$ cat src/rtl/cpu_pause_gate_if.sv
// cpu_pause_gate_if
// Bundles the pause handshake and CPU strobe signals of cpu_pause_gate.
//   pause_req : pause request from the pause controller (level)
//   ce_in     : raw CPU clock-enable strobe
//   bus_idle  : CPU is between bus cycles (valid when ce_in=1)
//   vblank    : vertical blank level, clk_sys domain
//   ce_out    : gated CPU clock-enable
//   paused    : registered acknowledge, CPU halted
//   forced    : registered, current pause was entered on timeout
// The master modport drives requests/strobes; the slave modport is the gate.
interface cpu_pause_gate_if;
  logic pause_req;
  logic ce_in;
  logic bus_idle;
  logic vblank;
  logic ce_out;
  logic paused;
  logic forced;

  modport master (
    output pause_req, ce_in, bus_idle, vblank,
    input  ce_out, paused, forced
  );

  modport slave (
    input  pause_req, ce_in, bus_idle, vblank,
    output ce_out, paused, forced
  );
endinterface

$ cat src/rtl/cpu_pause_gate.sv
// cpu_pause_gate
// Stops the CPU clock-enable only at a safe point (between bus cycles,
// optionally after a vblank rising edge) and acknowledges with `paused`.
// Ports:
//   clk_sys : system clock, all logic on rising edge
//   reset   : synchronous, active-high
//   pg      : cpu_pause_gate_if.slave (pause_req, ce_in, bus_idle, vblank in;
//             ce_out, paused, forced out)
// Parameters:
//   WAIT_MAX : passed strobes allowed in DRAIN before the pause is forced (1..65535)
//   VBL_SYNC : 1 = wait for a vblank rising edge before draining
module cpu_pause_gate #(
  parameter int WAIT_MAX = 1023,
  parameter bit VBL_SYNC = 1'b0
) (
  input logic          clk_sys,
  input logic          reset,
  cpu_pause_gate_if.slave pg
);

  localparam logic [15:0] WAIT_MAX_W = 16'(WAIT_MAX);

  typedef enum logic [1:0] {
    ST_RUN    = 2'd0,
    ST_ARM    = 2'd1,
    ST_DRAIN  = 2'd2,
    ST_PAUSED = 2'd3
  } state_t;

  state_t      state_r;
  state_t      state_nxt_s;
  logic [15:0] wcnt_r;
  logic [15:0] wcnt_nxt_s;
  logic [15:0] wcnt_inc_s;
  logic        vblank_d_r;
  logic        paused_r;
  logic        forced_r;
  logic        forced_nxt_s;
  logic        ce_gate_s;
  logic        vbl_rise_s;

  assign vbl_rise_s = pg.vblank & ~vblank_d_r;
  // Saturating increment; the counter must never wrap.
  assign wcnt_inc_s = (wcnt_r == 16'hFFFF) ? wcnt_r : (wcnt_r + 16'd1);

  // Next-state, counter and gated strobe decode.
  always_comb begin
    state_nxt_s  = state_r;
    wcnt_nxt_s   = wcnt_r;
    forced_nxt_s = forced_r;
    ce_gate_s    = pg.ce_in;
    case (state_r)
      ST_RUN: begin
        if (pg.pause_req) begin
          state_nxt_s = VBL_SYNC ? ST_ARM : ST_DRAIN;
          wcnt_nxt_s  = 16'd0;
        end else begin
          state_nxt_s = ST_RUN;
        end
      end
      ST_ARM: begin
        if (!pg.pause_req) begin
          state_nxt_s = ST_RUN;
        end else if (vbl_rise_s) begin
          state_nxt_s = ST_DRAIN;
        end else begin
          state_nxt_s = ST_ARM;
        end
      end
      ST_DRAIN: begin
        // An idle strobe is only swallowed when the pause is actually taken;
        // if the request drops in the same cycle the strobe still passes.
        ce_gate_s = pg.ce_in & ~(pg.bus_idle & pg.pause_req);
        if (!pg.pause_req) begin
          state_nxt_s = ST_RUN;
        end else if (pg.ce_in && pg.bus_idle) begin
          state_nxt_s  = ST_PAUSED;
          forced_nxt_s = 1'b0;
        end else if (pg.ce_in) begin
          wcnt_nxt_s = wcnt_inc_s;
          if (wcnt_inc_s == WAIT_MAX_W) begin
            state_nxt_s  = ST_PAUSED;
            forced_nxt_s = 1'b1;
          end else begin
            state_nxt_s = ST_DRAIN;
          end
        end else begin
          state_nxt_s = ST_DRAIN;
        end
      end
      ST_PAUSED: begin
        ce_gate_s = 1'b0;
        if (!pg.pause_req) begin
          state_nxt_s  = ST_RUN;
          forced_nxt_s = 1'b0;
        end else begin
          state_nxt_s = ST_PAUSED;
        end
      end
      default: begin
        state_nxt_s  = ST_RUN;
        forced_nxt_s = 1'b0;
        ce_gate_s    = pg.ce_in;
      end
    endcase
  end

  // State, counter, edge-detect and acknowledge registers.
  always_ff @(posedge clk_sys) begin
    if (reset) begin
      state_r    <= ST_RUN;
      wcnt_r     <= 16'd0;
      vblank_d_r <= pg.vblank;
      paused_r   <= 1'b0;
      forced_r   <= 1'b0;
    end else begin
      state_r    <= state_nxt_s;
      wcnt_r     <= wcnt_nxt_s;
      vblank_d_r <= pg.vblank;
      paused_r   <= (state_nxt_s == ST_PAUSED);
      forced_r   <= forced_nxt_s;
    end
  end

  // The CPU keeps clocking straight through reset.
  assign pg.ce_out = reset ? pg.ce_in : ce_gate_s;
  assign pg.paused = paused_r;
  assign pg.forced = forced_r;

endmodule

$ cat src/flat_wrapper.sv
// flat-port wrapper written by rule: the top's interface ports become plain ports
module cpu_pause_gate_flat 
#(
  parameter int WAIT_MAX = 1023,
  parameter bit VBL_SYNC = 1'b0
)
  (clk_sys, reset, pg_pause_req, pg_ce_in, pg_bus_idle, pg_vblank, pg_ce_out, pg_paused, pg_forced);
  cpu_pause_gate_if pg_i ();
  input logic clk_sys;
  input logic reset;
  input wire logic [$bits(pg_i.pause_req)-1:0] pg_pause_req;
  input wire logic [$bits(pg_i.ce_in)-1:0] pg_ce_in;
  input wire logic [$bits(pg_i.bus_idle)-1:0] pg_bus_idle;
  input wire logic [$bits(pg_i.vblank)-1:0] pg_vblank;
  output wire logic [$bits(pg_i.ce_out)-1:0] pg_ce_out;
  output wire logic [$bits(pg_i.paused)-1:0] pg_paused;
  output wire logic [$bits(pg_i.forced)-1:0] pg_forced;
  assign pg_i.pause_req = pg_pause_req;
  assign pg_i.ce_in = pg_ce_in;
  assign pg_i.bus_idle = pg_bus_idle;
  assign pg_i.vblank = pg_vblank;
  assign pg_ce_out = pg_i.ce_out;
  assign pg_paused = pg_i.paused;
  assign pg_forced = pg_i.forced;
  cpu_pause_gate #(.WAIT_MAX(WAIT_MAX), .VBL_SYNC(VBL_SYNC)) u_core (.clk_sys(clk_sys), .reset(reset), .pg(pg_i));
endmodule
$ cat config.mk
export PLATFORM = sky130hd
export DESIGN_NAME = cpu_pause_gate_flat
export DESIGN_NICKNAME = d
export VERILOG_FILES = /design/src/rtl/cpu_pause_gate_if.sv /design/src/rtl/cpu_pause_gate.sv /design/src/flat_wrapper.sv
export SDC_FILE = /design/constraint.sdc
export NUM_CORES = 1
export LEC_CHECK = 0
export ABC_AREA = 1
export CAP_MARGIN = 20
export CORE_UTILIZATION = 50
export CTS_BUF_LIST = sky130_fd_sc_hd__clkbuf_8 sky130_fd_sc_hd__clkbuf_16
export DETAILED_ROUTE_END_ITERATION = 7
export GPL_TIMING_DRIVEN = 1
export PLACE_DENSITY = 0.77
export SYNTH_ARGS = -nofsm -noshare
export SYNTH_HDL_FRONTEND = slang
export SYNTH_SLANG_ARGS = --single-unit
$ cat constraint.sdc
create_clock -name clk_sys -period 2.45 [get_ports clk_sys]
set_input_delay 0.49 -clock clk_sys [delete_from_list [all_inputs] [get_ports clk_sys]]
set_output_delay 0.49 -clock clk_sys [all_outputs]
set_load 0.01 [all_outputs]
; After elaboration in Yosys (flattened, before gate mapping)
; Index checks and enable logic that the tools add are counted.
[word_totals]
reg_bits = 21
inputBits = 6
output_inout_bits = 3
elab_cells = 53
[classes]
add_sub_neg = 1
eq_ne = 13
n_mux = 23
bitwise_logic = 5
n_reduce_logical = 6
[op_table]
columns = cell, count
row1 = $mux W16, 5
row2 = $pmux W16 S2, 1
row3 = $add A16 B1 Y16 const B, 1
row4 = $eq A16 B10 Y1 const B, 1
row5 = $eq A16 B16 Y1 const B, 1
row6 = $mux W2, 6
row7 = $ne A2 B2 Y1 const B, 5
row8 = $reduce_and A5 Y1, 2
row9 = $mux W1, 8
row10 = $pmux W2 S4, 1
row11 = $eq A2 B2 Y1 const B, 3
row12 = $pmux W1 S2, 2
row13 = $reduce_bool A2 Y1, 2
row14 = $and A1 B1 Y1, 3
row15 = $ne A3 B1 Y1 const B, 1
row16 = $ne A3 B2 Y1 const B, 1
row17 = $eq A2 B1 Y1 const B, 1
row18 = $logic_not A2 Y1, 1
row19 = $not A1 Y1, 2
row20 = $logic_and A1 B1 Y1, 1

; Depth between registers and ports, before layout
; Gate-level depths: netlist of run 1.
[logic_depth]
depth_word = 9
mapped_depth = 16

; Worst setup path after synthesis of run 1
; OpenSTA, ideal clock, no wires.
[synth_path]
path_kind = flip-flop to flip-flop
start = register u_core.wcnt_r[0]
end = register u_core.forced_r, in the netlist u_core.pg.forced
setup_time_ps = 115
t_arrival_ps = 1794
path_slack_ps = 541
stages_incl_launch_ff = 16
path_buffers = 1
synth_period_minus_slack_ps = 1909
path_cell_list = dfxtp_1 > ha_1 > nand2_2 > nor2_4 > nand2_4 > nor2_4 > inv_2 > buf_6 > nand2_4 > nand4_1 > nor2_1 > nand2_1 > nand2_1 > nand3_1 > nand2_1 > nor2_1
[synth_via]
elab_chain_len = 5
[synth_rtl]
columns = item, line_no
row1 = "start, declared", cpu_pause_gate.sv:32  ; logic [15:0] wcnt_r;
row2 = "start signal, assigned", cpu_pause_gate.sv:118  ; wcnt_r <= wcnt_nxt_s;
row3 = $add A16 B1 Y16 / $eq A16 B16 Y1 (equally long branches), cpu_pause_gate.sv:44  ; assign wcnt_inc_s = (wcnt_r == 16'hFFFF) ? wcnt_r : (wcnt_r + 16'd1);
row4 = $mux W16 (*), cpu_pause_gate.sv:44
row5 = $eq A16 B10 Y1 (*), cpu_pause_gate.sv:81  ; if (wcnt_inc_s == WAIT_MAX_W) begin
row6 = $ne A3 B1 Y1 (no line) (*), n/a
row7 = $reduce_and A5 Y1 (no line) (*), n/a
row8 = "end signal, assigned", cpu_pause_gate.sv:121  ; forced_r <= forced_nxt_s;
row9 = "end, declared", cpu_pause_gate.sv:37  ; logic forced_r;
; Every way passes the cells marked *; elsewhere a longest branch is shown, timed or not.
; A chain may end at the register's enable or synchronous reset.

; Worst setup path after layout of run 1
[layout_path]
start = input pg_bus_idle
end = output pg_ce_out
[layout_via]
elab_chain_len = 5
[layout_rtl]
columns = item, line_no
row1 = "start, declared", flat_wrapper.sv:13  ; input wire logic [$bits(pg_i.bus_idle)-1:0] pg_bus_idle;
row2 = $and A1 B1 Y1, cpu_pause_gate.sv:73  ; ce_gate_s = pg.ce_in & ~(pg.bus_idle & pg.pause_req);
row3 = $not A1 Y1, cpu_pause_gate.sv:73
row4 = $and A1 B1 Y1, cpu_pause_gate.sv:73
row5 = $pmux W1 S2, cpu_pause_gate.sv:52  ; case (state_r)
row6 = $mux W1, cpu_pause_gate.sv:126  ; assign pg.ce_out = reset ? pg.ce_in : ce_gate_s;
row7 = "end, declared", flat_wrapper.sv:15  ; output wire logic [$bits(pg_i.ce_out)-1:0] pg_ce_out;
; Every way passes these cells.

==> results of run 1 <==
-- worst reg2reg max path, stage by stage, from the launching register on --
cell and delay, ns:
dfxtp_1 0.38, ha_1 0.28, nand2_2 0.10, nor2_4 0.16, nand2_4 0.10, nor2_4 0.16
inv_2 0.14, nand2_1 0.12, inv_1 0.04, nor2_1 0.09, nand2_1 0.05, nor2_1 0.09
nand2_1 0.08, nand2_1 0.09, nand3_1 0.07, nand2_1 0.07, nor2_1 0.03
-- power by group --
part           leakage [uW]  switching (uW)  internal [uW]  total [uW]
clock             0.0000269             112            112         224
combinational      0.000431            25.8           17.7        43.5
sequential         0.000170            1.69            344         346
total              0.000628             140            473         613
-- layer usage --
metal | GRT usage | up-vias | routed length (um) | share of wire
met3 | 0.0445 | 6 | 110 | 0.035
met2 | 0.348 | 19 | 1400 | 0.45
met1 | 0.309 | 613 | 1540 | 0.50
met5 | 0 | - | 0 | 0
li1 | - | 776 | - | -
met4 | 0.0786 | 0 | 43 | 0.014
-- placed cells by master, fill, tap and decap left out, types with 3 or more instances in the layout --
cell / instances
a21oi_1: 20
buf_4: 5
xor2_1: 3
clkbuf_8: 3
nand4_1: 7
nand3_2: 3
nand2_2: 3
nor2_4: 3
nor2_1: 25
clkdlybuf4s50_1: 8
nand3_1: 13
nand2_1: 81
dfxtp_1: 21
o21ai_0: 7
inv_1: 26
-- registers in the layout (all words and copies together), names as in the netlist --
signal,flops
u_core.pg.paused,1
u_core.vblank_d_r,1
u_core.wcnt_r,16
u_core.pg.forced,1
u_core.state_r,2
-- synthesized netlist by cell type --
| master | count | area, um2 |
|---|---|---|
| nor2_1 | 25 | 93.8 |
| nor2_4 | 3 | 33.8 |
| nor2_2 | 2 | 12.5 |
| nand3_2 | 3 | 30.0 |
| buf_2 | 1 | 5.00 |
| ha_1 | 1 | 12.5 |
| a21oi_1 | 20 | 100 |
| xor2_1 | 3 | 26.3 |
| buf_6 | 1 | 11.3 |
| inv_2 | 2 | 7.51 |
| o21bai_1 | 2 | 15.0 |
| o21ai_0 | 7 | 35.0 |
| o21ai_1 | 1 | 5.00 |
| nor3_1 | 2 | 10.0 |
| or2_2 | 1 | 6.26 |
| nand2_1 | 81 | 304 |
| a211oi_1 | 1 | 7.51 |
| dfxtp_1 | 21 | 420 |
| xnor2_1 | 1 | 8.76 |
| a31oi_1 | 1 | 6.26 |
| inv_1 | 25 | 93.8 |
| nand2_4 | 2 | 22.5 |
| nand4_1 | 7 | 43.8 |
| nand3_1 | 13 | 65.1 |
| nand2_2 | 3 | 18.8 |
| clkbuf_1 | 3 | 11.3 |
| o211ai_1 | 1 | 7.51 |
| a2bb2oi_1 | 1 | 8.76 |
-- cell families (layout without fill, tap and decap cells) --
kind of cell    Yosys count  after routing
compound gates           34             34
xor+xnor                  4              4
fa+ha+maj                 1              1
buf+inv                  32             44
flops                    21             21
simple gates            142            142
-- worst min path at each step --
stage,slack [ns],cells after the start,end
final,0.49,2,u_core.pg.forced$_SDFFE_PP0P_
after detailed placement,0.48,2,u_core.pg.forced$_SDFFE_PP0P_
after floorplan,0.47,2,u_core.wcnt_r[15]$_SDFFE_PP0P_
after global routing,0.54,2,u_core.wcnt_r[14]$_SDFFE_PP0P_
after CTS,0.50,2,u_core.pg.forced$_SDFFE_PP0P_
after global placement,0.48,2,u_core.pg.forced$_SDFFE_PP0P_
-- area by class of cell --
cell class	instances	area [um2]
Clock buffer	3	41.3
Clock inverter	1	3.75
Fill cell	267	995
Inverter	27	101
Multi-Input combinational cell	181	873
Sequential cell	21	420
Tap cell	30	37.5
Timing Repair Buffer	13	118
-- per-stage QoR --
stage	instance area, um2	std cells
6_report	1600	276
5_1_grt	1600	276
4_1_cts	1600	276
3_5_place_dp	1550	272
3_3_place_gp	1550	272
2_1_floorplan	1420	234
==> flow_summary.json, run 1 <==
{
  "rsz0062_at_grt": "no",
  "tritoncts": "yes",
  "antenna_violating_nets_post_route": 0,
  "ys_warn_count": 0,
  "finalSetupViolations": 0,
  "syn_area_um2": 1420,
  "cts_inserted_buffers": 3,
  "die-area_um2": 3060,
  "h-tree-depth": 1,
  "synth_top_family_by_area": "simple AND/OR/NAND/NOR gates",
  "grt_first_pass_wirelength_mm": 5.64,
  "critPathTopFamily": "buffers and inverters",
  "maxSlewViolCount": 0,
  "reg2reg_from": "u_core.wcnt_r[1]$_SDFFE_PP0P_",
  "crit_type": "in -> out",
  "dp_slack_ns": 0.139,
  "routed-via-count": 1414,
  "die_h_um": 55.3,
  "cp-start-kind": "input port",
  "overflow": 0,
  "gr-usage-all-layers": 0.224,
  "wl_per_cell_um": 11.2,
  "layout_setup_ws_ns": 0.141,
  "initial_utilization": 0.549,
  "finalCritPeriodShare": 0.942,
  "finalPower_uw": 613,
  "antenna_found_initial": 0,
  "maxCapViolations": 0,
  "dpl.hpwl_mm": 2.33,
  "cts_hold_buf": 0,
  "fin_skew_ns": 0.00581,
  "grt_pass1_vias": 1287,
  "syn_avg_cell_area_um2": 6.08,
  "synth-simple-area-share": 0.450,
  "end_kind": "output pin",
  "cp_slowest_stage_delay_ns": 0.55,
  "ys_seq_area_frac": 0.296,
  "grt_max_degree": 18,
  "gp_congestion": 0.938,
  "status": "complete, no violations",
  "postSynthCellCount": 234,
  "yosys_register_bits": 21,
  "slew_headroom": 0.660,
  "drc": 0,
  "post-cts-setup-buffers": 0,
  "synth_xor_area_frac": 0.0246,
  "cp.depth": 5,
  "hold_viol": 0,
  "endpoint": "pg_ce_out",
  "setup_tns_ns": 0,
  "worstMarginPinSlew_ns": 0.509,
  "irDropWorstVdd_mv": 0.395,
  "hp-class": "reg -> reg",
  "row_count": 18,
  "critical_path_required_ns": 1.96,
  "synth_compound_area_frac": 0.130,
  "clk_latency_ns": 0.26,
  "post_cts_resized": 0,
  "synth_fa_ha_area_frac": 0.00880,
  "path_cells": "clkdlybuf4s50_1, inv_1, o21bai_1, a31oi_1, clkdlybuf4s50_1",
  "n_antenna_cell": 0,
  "hold_slack_ns": 0.490,
  "cts_sinks": 21,
  "hp-start": "u_core.pg.forced$_SDFFE_PP0P_",
  "syn_to_final_growth_pct": 12.1,
  "synth.distinct_cells": 28,
  "rr_worst_depth": 16,
  "power_leakage_uw": 0.000628,
  "synthMuxAreaShare": 0,
  "fin_nets": 254,
  "fmax_mhz": 433,
  "io_pins": 9,
  "core_um2": 2590,
  "die_x_um": 55.3,
  "finalWirelength_mm": 3.10,
  "p_per_area_nw_per_um2": 384,
  "cts_buffer_depth": 2,
  "cp.arrival_ns": 1.82,
  "final_util": 0.616,
  "path_max_fanout": 4,
  "clockRootBuffer": "clkbuf_8",
  "crit_buf_inv": 3,
  "firstDrtPassIters": 4,
  "io_buffers": 8,
  "r2r_end": "u_core.pg.forced$_SDFFE_PP0P_",
  "clk_pin_slew_ns": 0.07,
  "crit_slowest_cell": "clkdlybuf4s50_1",
  "reg2reg_slack_ns": 0.29,
  "drive_gt1_frac": 0.0976,
  "synth_nets": 241,
  "min_period_ns": 2.31,
  "via_per_inst": 5.12,
  "crit_start": "pg_bus_idle",
  "first_iter_violations": 79,
  "timing.critical_path.mode_cell": "clkdlybuf4s50_1"
}
No activity file was read; power rests on OpenSTA's default activity.
==> inputs of run 2 (changes only) <==
Settings changed: CORE_UTILIZATION 50 to 51, PLACE_DENSITY 0.77 to 0.78.
==> run 2 against run 1 <==
Flip-flop and latch count unchanged; setup slack gained 0.0045 ns; sequential share of layout area up 0.31 points; largest cell class unchanged; sequential power hardly changed; power rose by 2.8%.
==> flow_summary.json, run 2 (synthesized netlist as in run 1, its figures left out) <==
{
  "cts_sinks": 21,
  "numPlacedInstances": 269,
  "firstDrtPassIters": 4,
  "routed-via-count": 1420,
  "dpl-instance-area_um2": 1530,
  "p_per_area_nw_per_um2": 400,
  "io_pins": 9,
  "critPathTopFamily": "buffers and inverters",
  "antenna_violating_nets_post_route": 0,
  "dpl.hpwl_mm": 2.32,
  "crit_slowest_cell": "clkdlybuf4s50_1",
  "cp.arrival_ns": 1.81,
  "maxCapViolations": 0,
  "grt_max_degree": 18,
  "gp_congestion": 0.914,
  "cts_buffer_depth": 2,
  "largestRegisters": "u_core.wcnt_r: 16 flops, u_core.state_r: 2 flops",
  "regMostFlops": "u_core.wcnt_r",
  "rsz0062_at_grt": "no",
  "clockRootBuffer": "clkbuf_8",
  "cp-start-kind": "input port",
  "path_cells": "clkdlybuf4s50_1, inv_1, o21bai_1, a31oi_1, clkdlybuf4s50_1",
  "initial_utilization": 0.559,
  "min_period_ns": 2.30,
  "wl_per_cell_um": 11.5,
  "syn_to_final_growth_pct": 10.8,
  "gr-usage-all-layers": 0.226,
  "tritoncts": "yes",
  "row_count": 18,
  "finalWirelength_mm": 3.14,
  "grt_pass1_vias": 1071,
  "layout_common_cells": "81 x nand2_1, 25 x inv_1, 25 x nor2_1",
  "final_area_um2": 1580,
  "slew_headroom": 0.662,
  "post-cts-setup-buffers": 0,
  "io_buffers": 8,
  "finalCritPeriodShare": 0.941,
  "critical_path_required_ns": 1.96,
  "power_leakage_uw": 0.000607,
  "crit_buf_inv": 3,
  "via_per_inst": 5.20,
  "irDropWorstVdd_mv": 0.362,
  "cts_inserted_buffers": 3,
  "cts_hold_buf": 0,
  "layout.cells.non_filler": 273,
  "fin_nets": 251,
  "antenna_found_initial": 0,
  "hold_viol": 0,
  "fmax_mhz": 434,
  "clk_pin_slew_ns": 0.09,
  "crit_type": "in -> out",
  "core_um2": 2540,
  "die_x_um": 54.8,
  "overflow": 0,
  "end_kind": "output pin",
  "largest_reg_flops": 16,
  "die_h_um": 54.8,
  "post_cts_resized": 0,
  "cp_slowest_stage_delay_ns": 0.55,
  "grt_first_pass_wirelength_mm": 4.71,
  "first_iter_violations": 50,
  "die-area_um2": 3000,
  "path_max_fanout": 4,
  "n_antenna_cell": 0,
  "hp-class": "reg -> reg",
  "maxSlewViolCount": 0,
  "drc": 0,
  "final_common_cell": "nand2_1",
  "timing.critical_path.mode_cell": "clkdlybuf4s50_1",
  "h-tree-depth": 1,
  "drive_gt1_frac": 0.0947,
  "worstMarginPinSlew_ns": 0.506,
  "status": "complete, no violations",
  "setup_tns_ns": 0,
  "finalSetupViolations": 0,
  "clk_latency_ns": 0.27,
  "fin_skew_ns": 0.00508
}
==> run 2: cell types whose count changed in the layout (fill, tap and decap cells not counted), sizes merged <==
| cell | delta |
|---|---|
| inv | -1 |
| clkinv | +1 |
| buf | -3 |
==> run 2: final timing paths <==
kind,startpoint,end,slack [ns],cells after the start
worst max-delay path,pg_bus_idle,pg_ce_out,0.15,5
worst min-delay path,u_core.pg.forced$_SDFFE_PP0P_,u_core.pg.forced$_SDFFE_PP0P_,0.50,2
worst max register to register,u_core.wcnt_r[0]$_SDFFE_PP0P_,u_core.pg.forced$_SDFFE_PP0P_,0.23,16
worst min register to register,u_core.pg.forced$_SDFFE_PP0P_,u_core.pg.forced$_SDFFE_PP0P_,0.50,2
==> run 2: layer usage <==
layer | GRT usage | part of all wire
met4 | 0.0983 | 0.013
met2 | 0.329 | 0.41
met1 | 0.322 | 0.53
met5 | 0 | 0
met3 | 0.0333 | 0.043
==> run 2: power by group <==
part           leakage (uW)  total [uW]  switching, uW  internal [uW]
registers          0.000170         346           1.91            344
logic              0.000411        43.2           25.8           17.4
clock network     0.0000255         241            127            114
==> run 2: area by class of cell <==
cell class | count | area, um2
clock buffer | 3 | 41.3
tap | 30 | 37.5
clock inverter | 1 | 5.00
fill | 252 | 968
multi-input combinational | 181 | 876
sequential | 21 | 420
inverter | 27 | 101
timing repair buffer | 10 | 95.1
==> run 2: worst reg2reg max path: stages, from the launching register on <==
cell and delay, ns:
dfxtp_1 0.46, ha_2 0.29, nand2_2 0.08, nor2_4 0.16
nand2_4 0.09, nor2_4 0.16, inv_2 0.14, nand2_1 0.12
inv_1 0.04, nor2_1 0.09, nand2_1 0.05, nor2_1 0.10
nand2_1 0.09, nand2_1 0.09, nand3_1 0.06, nand2_1 0.07
nor2_1 0.03
==> run 2: metrics by stage <==
stage | setup slack, ns | power, uW | hold slack, ns | utilization
after floorplan | 0.541 | 377 | 0.470 | -
after global placement | 0.160 | 397 | 0.472 | 0.600
after detailed placement | 0.149 | 397 | 0.483 | 0.600
after CTS | 0.143 | 631 | 0.501 | 0.618
after global routing | 0.0252 | 647 | 0.527 | 0.619
final | 0.146 | 630 | 0.497 | 0.619
==> inputs of run 3 (changes only) <==
Settings changed: CTS_CLUSTER_SIZE set to 14.
==> results of run 3 <==
Final layout, timing and power as in run 2 (identical DEF).
